$ cat src/rtl/hilo_muldiv_ctrl_if.sv
// Bus between the HI/LO sequencer and the iterative multiply/divide units.
// The sequencer owns the master side; the unit pair (or a bench stub) owns the slave side.
interface hilo_muldiv_ctrl_if;
  logic        u_reset;
  logic        div_go;
  logic        mult_go;
  logic [31:0] u_x;
  logic [31:0] u_y;
  logic        div_fim;
  logic        div_zero;
  logic [31:0] div_hi;
  logic [31:0] div_lo;
  logic        mult_done;
  logic [31:0] mult_hi;
  logic [31:0] mult_lo;

  modport master (
    output u_reset, div_go, mult_go, u_x, u_y,
    input  div_fim, div_zero, div_hi, div_lo, mult_done, mult_hi, mult_lo
  );

  modport slave (
    input  u_reset, div_go, mult_go, u_x, u_y,
    output div_fim, div_zero, div_hi, div_lo, mult_done, mult_hi, mult_lo
  );
endinterface

$ cat src/rtl/hilo_muldiv_ctrl.sv
// Sequencer between the multicycle control unit and the iterative mult/div units.
// Latches operands on start, clears and launches the selected unit, waits for a trusted
// completion, then writes HI/LO. Also services mthi/mtlo while idle.
module hilo_muldiv_ctrl #(
  parameter int unsigned DIV_MIN_LAT  = 33,
  parameter int unsigned MULT_MIN_LAT = 1,
  // Must exceed both MIN_LAT values, otherwise a slow unit always times out.
  parameter int unsigned TIMEOUT      = 64
) (
  input  logic        clk,
  input  logic        reset,
  input  logic        start,
  input  logic        op,
  input  logic [31:0] a,
  input  logic [31:0] b,
  input  logic        mthi,
  input  logic        mtlo,
  input  logic [31:0] wdata,
  output logic        busy,
  output logic        done,
  output logic        div_by_zero,
  output logic        timeout_err,
  output logic [31:0] hi_q,
  output logic [31:0] lo_q,
  hilo_muldiv_ctrl_if.master unit
);

  localparam int unsigned CntW = $clog2(TIMEOUT + 1);

  typedef enum logic [2:0] {
    StIdle,
    StClr,
    StRun,
    StWb,
    StErr,
    StTo
  } state_e;

  state_e            state_q, state_d;
  logic [CntW-1:0]   cnt_q, cnt_d;
  logic [CntW-1:0]   run_cnt;
  logic              op_q;
  logic [31:0]       ux_q, uy_q;
  logic [31:0]       hold_hi_q, hold_lo_q;
  logic              cap_en;
  logic              sel_done;

  // cnt_q counts RUN cycles already completed, so run_cnt is the 1-based index of the
  // current RUN cycle; a done flag is trusted once that index reaches the unit's MIN_LAT.
  assign run_cnt  = cnt_q + CntW'(1);
  assign sel_done = op_q ? (unit.div_fim   && (run_cnt >= CntW'(DIV_MIN_LAT)))
                         : (unit.mult_done && (run_cnt >= CntW'(MULT_MIN_LAT)));

  // Next-state and counter logic.
  always_comb begin
    state_d = state_q;
    cnt_d   = cnt_q;
    cap_en  = 1'b0;
    unique case (state_q)
      StIdle: begin
        if (start) state_d = StClr;
      end
      StClr: begin
        cnt_d   = '0;
        state_d = StRun;
      end
      StRun: begin
        cnt_d = run_cnt;
        if (op_q && unit.div_zero) begin
          state_d = StErr;
        end else if (sel_done) begin
          state_d = StWb;
          cap_en  = 1'b1;
        end else if (cnt_q == CntW'(TIMEOUT - 1)) begin
          state_d = StTo;
        end
      end
      StWb, StErr, StTo: begin
        state_d = StIdle;
      end
      default: begin
        state_d = StIdle;
      end
    endcase
  end

  // State and counter registers.
  always_ff @(posedge clk) begin
    if (reset) begin
      state_q <= StIdle;
      cnt_q   <= '0;
    end else begin
      state_q <= state_d;
      cnt_q   <= cnt_d;
    end
  end

  // Operand latches, result holding regs and the architectural HI/LO.
  always_ff @(posedge clk) begin
    if (reset) begin
      op_q      <= 1'b0;
      ux_q      <= '0;
      uy_q      <= '0;
      hold_hi_q <= '0;
      hold_lo_q <= '0;
      hi_q      <= '0;
      lo_q      <= '0;
    end else begin
      if (state_q == StIdle && start) begin
        op_q <= op;
        ux_q <= a;
        uy_q <= b;
      end
      if (cap_en) begin
        hold_hi_q <= op_q ? unit.div_hi : unit.mult_hi;
        hold_lo_q <= op_q ? unit.div_lo : unit.mult_lo;
      end
      if (state_q == StWb) begin
        hi_q <= hold_hi_q;
        lo_q <= hold_lo_q;
      end else if (state_q == StIdle) begin
        if (mthi) hi_q <= wdata;
        if (mtlo) lo_q <= wdata;
      end
    end
  end

  assign busy        = (state_q != StIdle);
  assign done        = (state_q == StWb);
  assign div_by_zero = (state_q == StErr);
  assign timeout_err = (state_q == StTo);

  // Units are held in reset while this block is reset as well as during CLR.
  assign unit.u_reset = reset || (state_q == StClr);
  assign unit.div_go  = (state_q == StRun) && op_q;
  assign unit.mult_go = (state_q == StRun) && !op_q;
  assign unit.u_x     = ux_q;
  assign unit.u_y     = uy_q;

endmodule

$ cat src/flat_wrapper.sv
// flat-port wrapper written by rule: the top's interface ports become plain ports
module hilo_muldiv_ctrl_flat 
#(
  parameter int unsigned DIV_MIN_LAT  = 33,
  parameter int unsigned MULT_MIN_LAT = 1,
                                                                             
  parameter int unsigned TIMEOUT      = 64
)
  (clk, reset, start, op, a, b, mthi, mtlo, wdata, busy, done, div_by_zero, timeout_err, hi_q, lo_q, unit_u_reset, unit_div_go, unit_mult_go, unit_u_x, unit_u_y, unit_div_fim, unit_div_zero, unit_div_hi, unit_div_lo, unit_mult_done, unit_mult_hi, unit_mult_lo);
  hilo_muldiv_ctrl_if unit_i ();
  input  logic clk;
  input  logic reset;
  input  logic start;
  input  logic op;
  input  logic [31:0] a;
  input  logic [31:0] b;
  input  logic mthi;
  input  logic mtlo;
  input  logic [31:0] wdata;
  output logic busy;
  output logic done;
  output logic div_by_zero;
  output logic timeout_err;
  output logic [31:0] hi_q;
  output logic [31:0] lo_q;
  output wire logic [$bits(unit_i.u_reset)-1:0] unit_u_reset;
  output wire logic [$bits(unit_i.div_go)-1:0] unit_div_go;
  output wire logic [$bits(unit_i.mult_go)-1:0] unit_mult_go;
  output wire logic [$bits(unit_i.u_x)-1:0] unit_u_x;
  output wire logic [$bits(unit_i.u_y)-1:0] unit_u_y;
  input wire logic [$bits(unit_i.div_fim)-1:0] unit_div_fim;
  input wire logic [$bits(unit_i.div_zero)-1:0] unit_div_zero;
  input wire logic [$bits(unit_i.div_hi)-1:0] unit_div_hi;
  input wire logic [$bits(unit_i.div_lo)-1:0] unit_div_lo;
  input wire logic [$bits(unit_i.mult_done)-1:0] unit_mult_done;
  input wire logic [$bits(unit_i.mult_hi)-1:0] unit_mult_hi;
  input wire logic [$bits(unit_i.mult_lo)-1:0] unit_mult_lo;
  assign unit_u_reset = unit_i.u_reset;
  assign unit_div_go = unit_i.div_go;
  assign unit_mult_go = unit_i.mult_go;
  assign unit_u_x = unit_i.u_x;
  assign unit_u_y = unit_i.u_y;
  assign unit_i.div_fim = unit_div_fim;
  assign unit_i.div_zero = unit_div_zero;
  assign unit_i.div_hi = unit_div_hi;
  assign unit_i.div_lo = unit_div_lo;
  assign unit_i.mult_done = unit_mult_done;
  assign unit_i.mult_hi = unit_mult_hi;
  assign unit_i.mult_lo = unit_mult_lo;
  hilo_muldiv_ctrl #(.DIV_MIN_LAT(DIV_MIN_LAT), .MULT_MIN_LAT(MULT_MIN_LAT), .TIMEOUT(TIMEOUT)) u_core (.clk(clk), .reset(reset), .start(start), .op(op), .a(a), .b(b), .mthi(mthi), .mtlo(mtlo), .wdata(wdata), .busy(busy), .done(done), .div_by_zero(div_by_zero), .timeout_err(timeout_err), .hi_q(hi_q), .lo_q(lo_q), .unit(unit_i));
endmodule
$ cat config.mk
export PLATFORM = sky130hd
export DESIGN_NAME = hilo_muldiv_ctrl_flat
export DESIGN_NICKNAME = d
export VERILOG_FILES = /design/src/rtl/hilo_muldiv_ctrl_if.sv /design/src/rtl/hilo_muldiv_ctrl.sv /design/src/flat_wrapper.sv
export SDC_FILE = /design/constraint.sdc
export NUM_CORES = 1
export LEC_CHECK = 0
export ABC_AREA = 0
export BUFFER_PORTS_ARGS = -buffer_cell sky130_fd_sc_hd__buf_2
export CORE_AREA = 2 2 142 144
export DETAILED_ROUTE_END_ITERATION = 12
export DIE_AREA = 0 0 144 146
export PLACE_DENSITY = 0.81
export SLEW_MARGIN = 20
export SYNTH_ARGS = -nofsm -noshare
export SYNTH_HDL_FRONTEND = slang
export SYNTH_SLANG_ARGS = --single-unit
export TNS_END_PERCENT = 1
$ cat constraint.sdc
create_clock -name clk -period 5.3 [get_ports clk]
set_input_delay 0.53 -clock clk [delete_from_list [all_inputs] [get_ports clk]]
set_output_delay 0.53 -clock clk [all_outputs]
set_load 0.005 [all_outputs]
== Word-level counts from Yosys, hierarchy flattened ==
Index checks and enable logic that the tools add are counted.

* Register bits: 203
* Output and inout bits: 135
* Logic and storage cells: 55

* Add/sub/neg operators: 1
* $lt $le $gt $ge: 2
* Eq/ne operators: 8
* Mux-type cells: 18
* Reduce and logical (&&, ||, !) cells: 17

{| class="wikitable"
|+ Operators by type and width
! cell !! number
|-
| $mux 32 || 8
|-
| $pmux 7 s2 || 1
|-
| $mux 3 || 4
|-
| $pmux 3 s3 || 1
|-
| $reduce_bool 2->1 || 4
|-
| $add 7x1->7 const B || 1
|-
| $eq 7x6->1 const B || 1
|-
| $ge 7x1->1 const B || 1
|-
| $ge 7x6->1 const B || 1
|-
| $eq 3x2->1 const B || 2
|-
| $eq 3x3->1 const B || 2
|-
| $logic_and 1x1->1 || 6
|-
| $reduce_and 2->1 || 3
|-
| $mux 1 || 4
|-
| $ne 4x1->1 const B || 1
|-
| $eq 3x1->1 const B || 1
|-
| $logic_not 3->1 || 1
|-
| $reduce_bool 3->1 || 1
|-
| $ne 2x2->1 const B || 1
|-
| $logic_not 1->1 || 1
|-
| $logic_or 1x1->1 || 1
|}

== Depth between registers and ports, before layout ==
Gate-level depths: netlist of run 1.

* Depth in word-level cells: 7
* Mapped depth: 10
* Mapped depth without buffers: 8

== Least setup slack after synthesis of run 1 ==
OpenSTA, ideal clock, no wires.

* Kind: reg2reg
* From: reg u_core.cnt_q[1]
* To: reg u_core.hold_lo_q[22]
* Data arrival time: 2.164 ns
* Required time: 5.157 ns
* Path slack: 2.993 ns
* Cell stages (with the launch flop): 10
* Path buffers: 2
* Period minus slack after synthesis: 2.307 ns
* Cell sequence: dfxtp_1 -> ha_1 -> and3_1 -> nand3_1 -> a2111o_1 -> a22oi_4 -> and2_1 -> buf_4 -> buf_2 -> a211oi_1

* Cells in the longest elaborated chain, start to end: 7
* Elaborated cells between the ends (all ways): 9
* Those cells by class: add/sub (1); order compare (2); mux (4); reduce/logical (2)

{| class="wikitable"
|+ Ends and longest elaborated chain
! element !! line !! text
|-
| start: declaration || hilo_muldiv_ctrl.sv:40 || <nowiki>logic [CntW-1:0] cnt_q, cnt_d;</nowiki>
|-
| start signal: assignment || hilo_muldiv_ctrl.sv:94 || <nowiki>cnt_q <= cnt_d;</nowiki>
|-
| $add 7x1->7 * || hilo_muldiv_ctrl.sv:50 || <nowiki>assign run_cnt = cnt_q + CntW'(1);</nowiki>
|-
| $ge 7x1->1 / $ge 7x6->1 (equally long branches) || hilo_muldiv_ctrl.sv:52, hilo_muldiv_ctrl.sv:51 ||
|-
| $logic_and 1x1->1 (on tied branches) || hilo_muldiv_ctrl.sv:52, hilo_muldiv_ctrl.sv:51 ||
|-
| $mux 1 * || hilo_muldiv_ctrl.sv:51 || <nowiki>assign sel_done = op_q ? (unit.div_fim && (run_cnt >= CntW'(DIV_MIN_LAT)))</nowiki>
|-
| $mux 1 * || hilo_muldiv_ctrl.sv:71 || <nowiki>end else if (sel_done) begin</nowiki>
|-
| $mux 1 * || hilo_muldiv_ctrl.sv:69 || <nowiki>if (op_q && unit.div_zero) begin</nowiki>
|-
| $mux 1 * || hilo_muldiv_ctrl.sv:59 || <nowiki>unique case (state_q)</nowiki>
|-
| end signal: assignment || hilo_muldiv_ctrl.sv:116 || <nowiki>hold_lo_q <= op_q ? unit.div_lo : unit.mult_lo;</nowiki>
|-
| end: declaration || hilo_muldiv_ctrl.sv:44 || <nowiki>logic [31:0] hold_hi_q, hold_lo_q;</nowiki>
|}

Every way passes the cells marked *; elsewhere a longest branch is shown, timed or not.
A chain may end at the register's enable or synchronous reset.

== Worst setup path in the final report of run 1 ==
* From: reg u_core.state_q[1]
* To: out done

* Cells in the longest elaborated chain, start to end: 1

{| class="wikitable"
|+ Ends and longest elaborated chain
! element !! line !! text
|-
| start: declaration || hilo_muldiv_ctrl.sv:39 || <nowiki>state_e state_q, state_d;</nowiki>
|-
| start signal: assignment || hilo_muldiv_ctrl.sv:90 || <nowiki>state_q <= StIdle;</nowiki>
|-
| start signal: assignment || hilo_muldiv_ctrl.sv:93 || <nowiki>state_q <= state_d;</nowiki>
|-
| $eq 3x2->1 || hilo_muldiv_ctrl.sv:129 || <nowiki>assign done = (state_q == StWb);</nowiki>
|-
| end: declaration || flat_wrapper.sv:21 || <nowiki>output logic done;</nowiki>
|}

No other way between the ends.

==> impl_summary.log, run 1 <==
INFO  metric outcome = complete, no violations
INFO  metric postSynth.asyncResetShare = 0
INFO  metric coreArea = 19300 um^2
INFO  metric synth.distinct_cells = 43
INFO  metric largest_net_degree_at_the_start_of_global_routing = 79
INFO  metric die_area = 21000 um^2
INFO  metric share_seq_of_total_power = 0.427
INFO  metric timing.hold.worst.class = in -> reg
INFO  metric relative_contribution_of_the_clock_network_to_total_power = 0.405
INFO  metric initial_utilization = 0.461
INFO  metric seq_area_frac_synth = 0.456
INFO  metric finalCritPeriodShare = 0.676
INFO  metric pwr_cell_area = 349 nW/um^2
INFO  metric layout.core_utilization = 0.594
INFO  metric worstPathArrival = 3050 ps
INFO  metric worst_setup_path_end_kind = output port
INFO  metric wirelength = about 27 mm
INFO  metric max-cap-violations = 0
INFO  metric post_synth_inst_count = 991
INFO  metric hold-worst-slack = 267 ps
INFO  metric drt-wirelength-per-cell = between 15 and 20 um
INFO  metric hold_viol = 0
INFO  metric final_area = 11500 um^2
INFO  metric layout.cells.most_common = sky130_fd_sc_hd__buf_2
INFO  metric drt_iter0_drc = 556
INFO  metric number_of_top_level_pins = roughly 370
INFO  metric postSynthRegisterBits = 203
INFO  metric numCtsBuffers = 23
INFO  metric die_width = 144 um
INFO  metric antenna_violations_before_repair = 0
INFO  metric dpl-instance-area = 10700 um^2
INFO  metric cts_tree = yes
INFO  metric drt_first_pass_iters = 5
INFO  metric path_max_fanout = 40
INFO  metric cts_setup_buffers = 0
INFO  metric globalRouteOverflowTotal = 0
INFO  metric resized_after_cts = 0
INFO  metric synthDominantAreaCellType = sky130_fd_sc_hd__dfxtp_1
INFO  metric grt_setup_unrepaired = false
INFO  metric detail_route.vias_per_cell = approximately 5.5
INFO  metric max_slew_margin = 0.314
INFO  metric synth_fp_nets = 1226
INFO  metric detail_route.drc_violations = 0
INFO  metric finish.net_count = 1530
INFO  metric syn-mean-instance-area = 8.99 um^2
INFO  metric grt_pass1_vias = 8269
INFO  metric final_layout_size_suffix_gt1_frac = 0.397
INFO  metric ant_nets = 0
INFO  metric clockRootBuffer = sky130_fd_sc_hd__clkbuf_16
INFO  metric power.net_switching = around 1100 uW
INFO  metric grt_first_pass_wirelength = 42.2 mm
INFO  metric number_of_h_tree_levels = 1
INFO  metric total_power = 4010 uW
INFO  metric swShare = 0.274
INFO  metric holdBufCountCts = 0
INFO  metric max-vdd-ir-drop = 0.000211 V
INFO  metric report.final.setup_viol = 0
INFO  metric dominant_cells_by_area_after_synthesis = sky130_fd_sc_hd__dfxtp_1 46%, sky130_fd_sc_hd__a21oi_1 9.1%, sky130_fd_sc_hd__nand2_1 8.8%
INFO  metric netlist_area = between 8000 and 9000 um^2
INFO  metric filler_cell_count = 1682
INFO  metric tns = 0 ps
INFO  metric synthFlopType = sky130_fd_sc_hd__dfxtp_1
INFO  metric grt.total_usage = 0.246
INFO  metric antennaDiodeCount = 0
INFO  metric die_h = around 150 um
INFO  metric floorplan.rows = between 50 and 60
INFO  metric routabilityCongestion = 0.867
INFO  metric clock-sinks = 203
INFO  metric number_of_flops_mapped_to_enable_cells_by_yosys = 0
INFO  metric final-max-slew-violation-count = 0
INFO  metric startpoint_types = register
INFO  metric fmaxAchievable = 279 MHz
INFO  metric clk-insertion-delay-late = 500 ps
INFO  metric dp_hpwl = 18.3 mm
INFO  metric area_delta_synth_final = 29.1%
INFO  metric post_cts_clock_slew_at_the_launch_and_capture_registers_of_the_worst_setup_and_hold_paths = around 60 ps
INFO  metric cts_buffer_depth = 3
INFO  metric route.vias.total = 8595
INFO  metric worst-slew-pin-transition = 1030 ps
INFO  metric synthesis.yosys.warnings = 0
INFO  metric power_report.internal_total = a little under 3000 uW
INFO  metric final_period_minus_worst_setup_slack = 3580 ps
INFO  metric fin_worst_skew = 9.59 ps
INFO  metric synthDominantCellAreaShare = 0.456
INFO  metric power.share.combinational = 0.167
INFO  metric cp_data_required_time = roughly 4800 ps
INFO  metric leakage = 0.00477 uW
INFO  metric port_buffers = 367
INFO  metric layout_common_cells = 366 x sky130_fd_sc_hd__buf_2, 207 x sky130_fd_sc_hd__nand2_1, 202 x sky130_fd_sc_hd__dfxtp_1
INFO  metric critical_path_class = reg -> out
## per-stage QoR
| step | worst slack (ps) | cells |
|---|---|---|
| 3_3_place_gp | 2250 | 1535 |
| 6_report | 1720 | 1575 |
| 3_5_place_dp | 2100 | 1535 |
| 2_1_floorplan | 2990 | 991 |
| 4_1_cts | 1770 | 1575 |
| 5_1_grt | 1600 | 1575 |
## routing by layer
metal	global-route usage	vias up	wire, um
li1	-	4130	-
met1	0.306	4025	10800
met2	0.421	355	13500
met3	0.0369	85	1630
met4	0.105	0	1130
met5	0	-	0
## kinds of logic (layout without fill, tap and decap cells)
group,after synthesis,in the layout,share of synthesized area
buffers and inverters,103,422,0.0554
adder cells (fa/ha/maj),2,2,0.00281
AND/OR/NAND/NOR,257,257,0.117
multiplexers,68,68,0.0764
flip-flops,203,203,0.456
AO/OA/AOI/OAI,358,358,0.292
## worst max-delay path, stage by stage, from the launching register on
cell,delay [ps]
sky130_fd_sc_hd__dfxtp_1,680
sky130_fd_sc_hd__clkinv_1,450
sky130_fd_sc_hd__nor2_1,300
sky130_fd_sc_hd__nand2_1,200
sky130_fd_sc_hd__inv_2,670
sky130_fd_sc_hd__buf_2,240
## area by class of cell
class                      instances  area (um^2)  share of cell area
clock buffer                      28          636              0.0553
clock inverter                    12          145              0.0126
inverter                           5         18.8             0.00163
multi-input combinational        685         4380               0.381
sequential                       203         4070               0.354
tap                              265          332              0.0288
timing repair buffer             377         1920               0.167
## cells in the mapped netlist (all sizes together), types with 2 or more instances
master     n
ha         2
a22oi     65
and2       3
nand4      3
buf       33
inv        4
nand2    208
nand3      4
a22o       2
a21oi    202
a211oi    69
nor3b      4
or2        2
dfxtp    203
o21ai      7
a31oi      2
and3       6
nand2b     2
clkbuf    65
mux2i     68
o2111ai    2
nor2      21
## power groups by stage
stage	clock [uW]	combinational, uW	sequential [uW]
after global placement	0	654	1740
after floorplan	0	406	1730
after global routing	1720	737	1720
after CTS	1660	672	1710
after detailed placement	0	670	1740
final	1620	671	1710
## flip-flops by register name (all words and copies together), names as in the netlist
signal / flops
u_core.hold_lo_q: 32
u_core.unit.u_y: 32
u_core.op_q: 1
u_core.unit.u_x: 32
u_core.state_q: 3
u_core.cnt_q: 7
u_core.hi_q: 32
u_core.lo_q: 32
u_core.hold_hi_q: 32
## worst paths after layout
kind                startpoint              endpoint  slack (ps)  depth (start not counted)
min                       b[8]    u_core.unit.u_y[8]         270                          3
max          u_core.state_q[1]                  done        1720                          5
max reg2reg    u_core.cnt_q[1]  u_core.hold_hi_q[11]        2070                          8
min reg2reg    u_core.hi_q[28]       u_core.hi_q[28]         450                          2
Note: power is estimated with default switching activity, not from simulation.
==> run 2: changes to the inputs <==
ABC_AREA = 1   (was 0)
CORE_AREA = 2 2 144 146   (was 2 2 142 144)
DIE_AREA = 0 0 146 148   (was 0 0 144 146)
PLACE_DENSITY = 0.8   (was 0.81)
clock period = 3.39 ns   (was 5.3 ns; I/O delays follow)
==> impl_summary.log, run 2 <==
INFO  metric finish.net_count = 1833 (+20%)
INFO  metric number_of_buffer_and_inverter_stages_on_the_critical_path = 3 (unchanged)
INFO  metric grt.total_usage = 0.265 (+0.0188)
INFO  metric leakage = 0.00536 uW (+12%)
INFO  metric route.vias.total = 9865 (+15%)
INFO  metric report.final.setup_viol = 0 (unchanged)
INFO  metric critical_path_class = reg -> out
INFO  metric crit_path_max_incr_delay = 700 ps (+20 ps)
INFO  metric dp_cells = 1844 (+20%)
INFO  metric layout.cells.most_common = sky130_fd_sc_hd__nand2_1
INFO  metric cts_buffer_depth = 3 (unchanged)
INFO  metric initial_utilization = 0.456 (-0.00408)
INFO  metric drt_first_pass_iters = 5 (unchanged)
INFO  metric detail_route.drc_violations = 0 (unchanged)
INFO  metric post_synth_inst_count = 1290 (+30%)
INFO  metric synthDominantCellAreaShare = 0.444 (-0.0121)
INFO  metric critical_path.slowest_cell = sky130_fd_sc_hd__dfxtp_2
INFO  metric die_h = 148 um (+1.4%)
INFO  metric port_buffers = 367 (unchanged)
INFO  metric hold-worst-slack = 104 ps (-163 ps)
INFO  metric grt_pass1_vias = 9356 (+13%)
INFO  metric layout_common_cells = 489 x sky130_fd_sc_hd__nand2_1, 366 x sky130_fd_sc_hd__buf_2, 202 x sky130_fd_sc_hd__dfxtp_1
INFO  metric startpoint_types = register
INFO  metric holdBufCountCts = 0 (unchanged)
INFO  metric clockRootBuffer = sky130_fd_sc_hd__clkbuf_16
INFO  metric cts_tree = yes
INFO  metric path_max_fanout = 42 (+5.0%)
INFO  metric clock-sinks = 203 (unchanged)
INFO  metric number_of_flops_mapped_to_enable_cells_by_yosys = 0 (unchanged)
INFO  metric synth.distinct_cells = 30 (-30%)
INFO  metric finalCritPeriodShare = 0.760
INFO  metric numCtsBuffers = 22 (-4.3%)
INFO  metric cpLargestDelayFamily = buffers and inverters
INFO  metric resized_after_cts = 0 (unchanged)
INFO  metric worst_setup_path_end_kind = output port
INFO  metric dp_hpwl = 20.8 mm (+14%)
INFO  metric final_period_minus_worst_setup_slack = roughly 2600 ps
INFO  metric die_width = 146 um (+1.4%)
INFO  metric yosys.cell_count.top_type = sky130_fd_sc_hd__nand2_1
INFO  metric cp_data_required_time = 3050 ps (-1720 ps)
INFO  metric number_of_h_tree_levels = 1 (unchanged)
INFO  metric final_layout_size_suffix_gt1_frac = 0.310 (-0.0870)
INFO  metric post_cts_clock_slew_at_the_launch_and_capture_registers_of_the_worst_setup_and_hold_paths = 60 ps (about the same)
INFO  metric dominant_cells_by_area_after_synthesis = sky130_fd_sc_hd__dfxtp_1 44%, sky130_fd_sc_hd__nand2_1 20%, sky130_fd_sc_hd__nand3_1 7.4%
INFO  metric max_slew_margin = 0.414 (+0.101)
INFO  metric final-max-slew-violation-count = 0 (unchanged)
INFO  metric path_cells = inv_2 > buf_4 > nor2_1 > buf_2
INFO  metric fmaxAchievable = ~390 MHz
INFO  metric tns = 0 ps (unchanged)
INFO  metric postSynthRegisterBits = 203 (unchanged)
INFO  metric drt-wirelength-per-cell = 15.9 um (-7.8%)
INFO  metric ff2ff_path_depth = 12 (+4)
INFO  metric die_area = 21600 um^2 (+2.8%)
INFO  metric grt_first_pass_wirelength = 47.3 mm (+12%)
INFO  metric floorplan.rows = 52 (+2.0%)
INFO  metric finish.cell_count_without_fillers = 1884 (+20%)
INFO  metric outcome = complete, no violations
INFO  metric coreArea = 20000 um^2 (+3.6%)
INFO  metric critical_path_cell_count = 4 (-1)
INFO  metric wirelength = 29.9 mm (+10%)
INFO  metric detail_route.vias_per_cell = 5.24 (-4.0%)
INFO  metric antenna_violations_before_repair = 2 (+2)
INFO  metric fin_worst_skew = 11.8 ps (+2.24 ps)
INFO  metric filler_cell_count = 1887 (+12%)
INFO  metric ant_nets = 0 (unchanged)
INFO  metric clk-insertion-delay-late = 500 ps (about the same)
INFO  metric hold_viol = 0 (unchanged)
INFO  metric netlist_area = 9150 um^2 (+2.7%)
INFO  metric synthesis.yosys.warnings = 0 (unchanged)
INFO  metric worst-slew-pin-transition = 876 ps (-153 ps)
INFO  metric largest_net_degree_at_the_start_of_global_routing = 86 (+8.9%)
INFO  metric number_of_top_level_pins = 368 (unchanged)
INFO  metric pwr_cell_area = 673 nW/um^2 (+93%)
INFO  metric synth_fp_nets = 1525 (+24%)
INFO  metric seq_area_frac_synth = 0.444 (-0.0121)
INFO  metric routabilityCongestion = 0.860 (-0.77%)
INFO  metric syn-mean-instance-area = 7.09 um^2 (-21%)
INFO  metric drt_iter0_drc = 753 (+35%)
INFO  metric synthDominantAreaCellType = sky130_fd_sc_hd__dfxtp_1
INFO  metric postSynth.asyncResetShare = 0 (unchanged)
INFO  metric globalRouteOverflowTotal = 0 (unchanged)
INFO  metric area_delta_synth_final = 27.9%
INFO  metric synthFlopType = sky130_fd_sc_hd__dfxtp_1
INFO  metric timing.hold.worst.class = in -> reg
INFO  metric grt_setup_unrepaired = false
INFO  metric cts_setup_buffers = 0 (unchanged)
INFO  metric ys_top_cells_by_count = 490 x sky130_fd_sc_hd__nand2_1, 203 x sky130_fd_sc_hd__dfxtp_1, 136 x sky130_fd_sc_hd__nand3_1, 109 x sky130_fd_sc_hd__a21oi_1, 55 x sky130_fd_sc_hd__clkbuf_1
INFO  metric worstPathArrival = 2240 ps (-810 ps)
INFO  metric max-cap-violations = 0 (unchanged)
INFO  metric max-vdd-ir-drop = 0.000424 V (+100%)
INFO  metric worstHoldPathCells = 3 (unchanged)
run 2: cell types whose count changed in the layout (fill, tap and decap cells not counted), moves of 48 or more:
| cell | previous run | this run |
|---|---|---|
| sky130_fd_sc_hd__a211oi_2 | 50 | 0 |
| sky130_fd_sc_hd__a21oi_1 | 161 | 109 |
| sky130_fd_sc_hd__inv_1 | 3 | 51 |
| sky130_fd_sc_hd__mux2i_1 | 68 | 0 |
| sky130_fd_sc_hd__nand2_1 | 207 | 489 |
| sky130_fd_sc_hd__nand3_1 | 4 | 136 |
run 2: power breakdown:
group | total, uW | internal, uW | switching [uW]
Combinational | 2490 | 821 | 1670
Sequential | 2990 | 2760 | 235
Clock | 2400 | 1420 | 976
run 2: routing by layer:
metal  track usage  up-vias  share of wire
met1         0.338     4550           0.40
met4        0.0869        2          0.031
li1              -     4819              -
met2         0.456      423           0.48
met5             0        -        0.00043
met3        0.0478       71          0.079
run 2: cell families after synthesis:
kind of cell,count (synthesis),share of synthesized area
AO/OA/AOI/OAI,229,0.159
adder cells (fa/ha/maj),2,0.00274
AND/OR/NAND/NOR,698,0.315
buffers and inverters,158,0.0791
flip-flops,203,0.444
run 2: worst min-delay path, cell delays in order:
cell,delay [ps]
sky130_fd_sc_hd__buf_2,90
sky130_fd_sc_hd__nand3_1,60
sky130_fd_sc_hd__a21oi_1,60
run 2: metrics by stage:
| step | instance area [um^2] | worst slack (ps) | util | total power (uW) |
|---|---|---|---|---|
| 4_1_cts | 11700 | 813 | 0.584 | 7920 |
| 3_5_place_dp | 11000 | 932 | 0.548 | 5510 |
| 3_3_place_gp | 11000 | 1010 | 0.548 | 5470 |
| 5_1_grt | 11700 | 618 | 0.584 | 8330 |
| 2_1_floorplan | 9150 | 1530 | - | 4580 |
| 6_report | 11700 | 813 | 0.584 | 7880 |
run 2: path summary, 6_finish.rpt:
check	from	to	slack [ps]
min	a[13]	u_core.unit.u_x[13]	100
max	u_core.op_q	unit_div_go	810
min reg2reg	u_core.unit.u_y[11]	u_core.unit.u_y[11]	460
max reg2reg	u_core.cnt_q[0]	u_core.hold_lo_q[0]	850
run 2: area by class of cell:
class | count | area [um^2] | area share
repair buffers | 384 | 1980 | 0.170
flip-flops and latches | 203 | 4070 | 0.347
diodes | 1 | 2.50 | 0.000214
well taps | 270 | 338 | 0.0289
clock buffers | 31 | 614 | 0.0525
multi-input cells | 929 | 4370 | 0.374
clock inverters | 8 | 109 | 0.00930
inverters | 58 | 218 | 0.0186
==> run 3: changes to the inputs <==
clock period = 2.5 ns   (was 3.39 ns; I/O delays follow)
==> impl_summary.log, run 3 (synthesis results as in run 2) <==
INFO  metric drt-wirelength-per-cell = 16.0 um (+0.99%)
INFO  metric drt_iter0_drc = 758 (+0.66%)
INFO  metric grt_setup_unrepaired = false
INFO  metric ant_nets = 0 (unchanged)
INFO  metric die_width = 146 um (unchanged)
INFO  metric fin_worst_skew = 13.2 ps (+1.37 ps)
INFO  metric final-max-slew-violation-count = 0 (unchanged)
INFO  metric final_period_minus_worst_setup_slack = 2270 ps
INFO  metric coreArea = 20000 um^2 (unchanged)
INFO  metric max-vdd-ir-drop = 0.000606 V (+43%)
INFO  metric worstPathArrival = 2020 ps (-220 ps)
INFO  metric layout.cells.most_common = sky130_fd_sc_hd__nand2_1
INFO  metric die_area = 21600 um^2 (unchanged)
INFO  metric number_of_top_level_pins = 368 (unchanged)
INFO  metric drt_first_pass_iters = 7 (+2)
INFO  metric fmaxAchievable = 440 MHz
INFO  metric filler_cell_count = 1888 (+0.053%)
INFO  metric met2RoutedLength = 14.8 mm (+2.0%)
INFO  metric layout_common_cells = 489 x sky130_fd_sc_hd__nand2_1, 366 x sky130_fd_sc_hd__buf_2, 202 x sky130_fd_sc_hd__dfxtp_1
INFO  metric clk-insertion-delay-late = 510 ps (about the same)
INFO  metric maxUsedRoutingLayer = met5
INFO  metric detail_route.vias_per_cell = 5.24 (+0.13%)
INFO  metric leakage = 0.00544 uW (+1.6%)
INFO  metric cts_buffer_depth = 3 (unchanged)
INFO  metric startpoint_types = register
INFO  metric tns = 0 ps (unchanged)
INFO  metric number_of_h_tree_levels = 1 (unchanged)
INFO  metric grt.total_usage = 0.263 (-0.00142)
INFO  metric cp_data_required_time = 2250 ps (-800 ps)
INFO  metric antenna_violations_before_repair = 2 (unchanged)
INFO  metric worstHoldPathCells = 3 (unchanged)
INFO  metric finish.net_count = 1839 (+0.33%)
INFO  metric total_power = 10900 uW (+38%)
INFO  metric met1_length = 12.3 mm (+1.8%)
INFO  metric final_area = 11800 um^2 (+1.2%)
INFO  metric resized_after_cts = 0 (unchanged)
INFO  metric setup_slack_at_placement = 308 ps (-624 ps)
INFO  metric max_slew_margin = 0.454 (+0.0394)
INFO  metric max-cap-violations = 0 (unchanged)
INFO  metric globalRouteOverflowTotal = 0 (unchanged)
INFO  metric hold_viol = 0 (unchanged)
INFO  metric worst-slew-pin-transition = 817 ps (-58.9 ps)
INFO  metric cts_setup_buffers = 0 (unchanged)
INFO  metric die_h = 148 um (unchanged)
INFO  metric grt_first_pass_wirelength = 46.7 mm (-1.2%)
INFO  metric cts_tree = yes
INFO  metric finalCritPeriodShare = 0.908
INFO  metric final_layout_size_suffix_gt1_frac = 0.313 (+0.00275)
INFO  metric timing.hold.worst.class = in -> reg
INFO  metric numCtsBuffers = 23 (+4.5%)
INFO  metric hold-worst-slack = 14.1 ps (-89.6 ps)
INFO  metric port_buffers = 367 (unchanged)
INFO  metric worstHoldStart = a[30]
INFO  metric timing.critical_path.from = u_core.op_q
INFO  metric area_delta_synth_final = 29.4%
INFO  metric postLayoutSetupSlackWorst = 230 ps (-583 ps)
INFO  metric timing.rr.start = u_core.cnt_q[0]
INFO  metric detail_route.drc_violations = 0 (unchanged)
INFO  metric grt_pass1_vias = 9187 (-1.8%)
INFO  metric outcome = complete, no violations
INFO  metric report.final.setup_viol = 0 (unchanged)
INFO  metric path_max_fanout = 43 (+2.4%)
INFO  metric metal3_wl = 2.18 mm (-8.2%)
INFO  metric critical_path_class = reg -> out
INFO  metric clock-sinks = 203 (unchanged)
INFO  metric largest_net_degree_at_the_start_of_global_routing = 104 (+21%)
INFO  metric clockRootBuffer = sky130_fd_sc_hd__clkbuf_16
INFO  metric dpl-instance-area = 11100 um^2 (+1.1%)
INFO  metric dp_hpwl = 21.5 mm (+3.3%)
INFO  metric post_cts_clock_slew_at_the_launch_and_capture_registers_of_the_worst_setup_and_hold_paths = 60 ps (about the same)
INFO  metric initial_utilization = 0.456 (unchanged)
INFO  metric wirelength = 30.3 mm (+1.3%)
INFO  metric pwr_cell_area = 919 nW/um^2 (+36%)
INFO  metric ff2ff_path_depth = 12 (unchanged)
INFO  metric holdBufCountCts = 0 (unchanged)
INFO  metric routabilityCongestion = 0.892 (+3.7%)
INFO  metric floorplan.rows = 52 (unchanged)
INFO  metric worst_setup_path_end_kind = output port
INFO  metric route.vias.total = 9904 (+0.40%)
[run 3: final cells by class]
cell class / instances / area [um^2] / area share
multi-input combinational: 929 / 4370 / 0.369
sequential: 203 / 4070 / 0.343
timing repair buffer: 389 / 2110 / 0.178
clock buffer: 29 / 608 / 0.0514
tap: 270 / 338 / 0.0285
inverter: 58 / 218 / 0.0184
clock inverter: 10 / 129 / 0.0109
antenna: 1 / 2.50 / 0.000211
[run 3: path summary, 6_finish.rpt]
kind	to	slack, ps
worst max register to register	u_core.hold_lo_q[7]	270
worst min-delay path	u_core.unit.u_x[30]	10
worst max-delay path	unit_div_go	230
worst min register to register	u_core.unit.u_x[5]	460
[run 3: where the power goes]
| part | internal, uW | total [uW] | switching [uW] | leakage, uW |
|---|---|---|---|---|
| sequential | 3740 | 4060 | 324 | 0.00166 |
| combinational | 1190 | 3470 | 2280 | 0.00342 |
| clock | 2020 | 3350 | 1320 | 0.000367 |
[run 3: through the flow]
| stage | std cells | utilization |
|---|---|---|
| finish | 1889 | 0.591 |
| global route | 1888 | 0.591 |
| CTS | 1888 | 0.591 |
| detailed placement | 1849 | 0.554 |
| global placement | 1849 | 0.554 |
| floorplan | 1290 | - |
[run 3: worst max-delay path: stages (launching register included)]
cell	delay, ps
sky130_fd_sc_hd__dfxtp_2	660
sky130_fd_sc_hd__inv_2	330
sky130_fd_sc_hd__buf_12	270
sky130_fd_sc_hd__nor2_1	110
sky130_fd_sc_hd__buf_2	120
[run 3: metal layers]
layer,global-route usage,up-vias
li1,-,4831
met1,0.336,4566
met2,0.456,424
met3,0.0410,81
met4,0.0898,2
met5,0,-
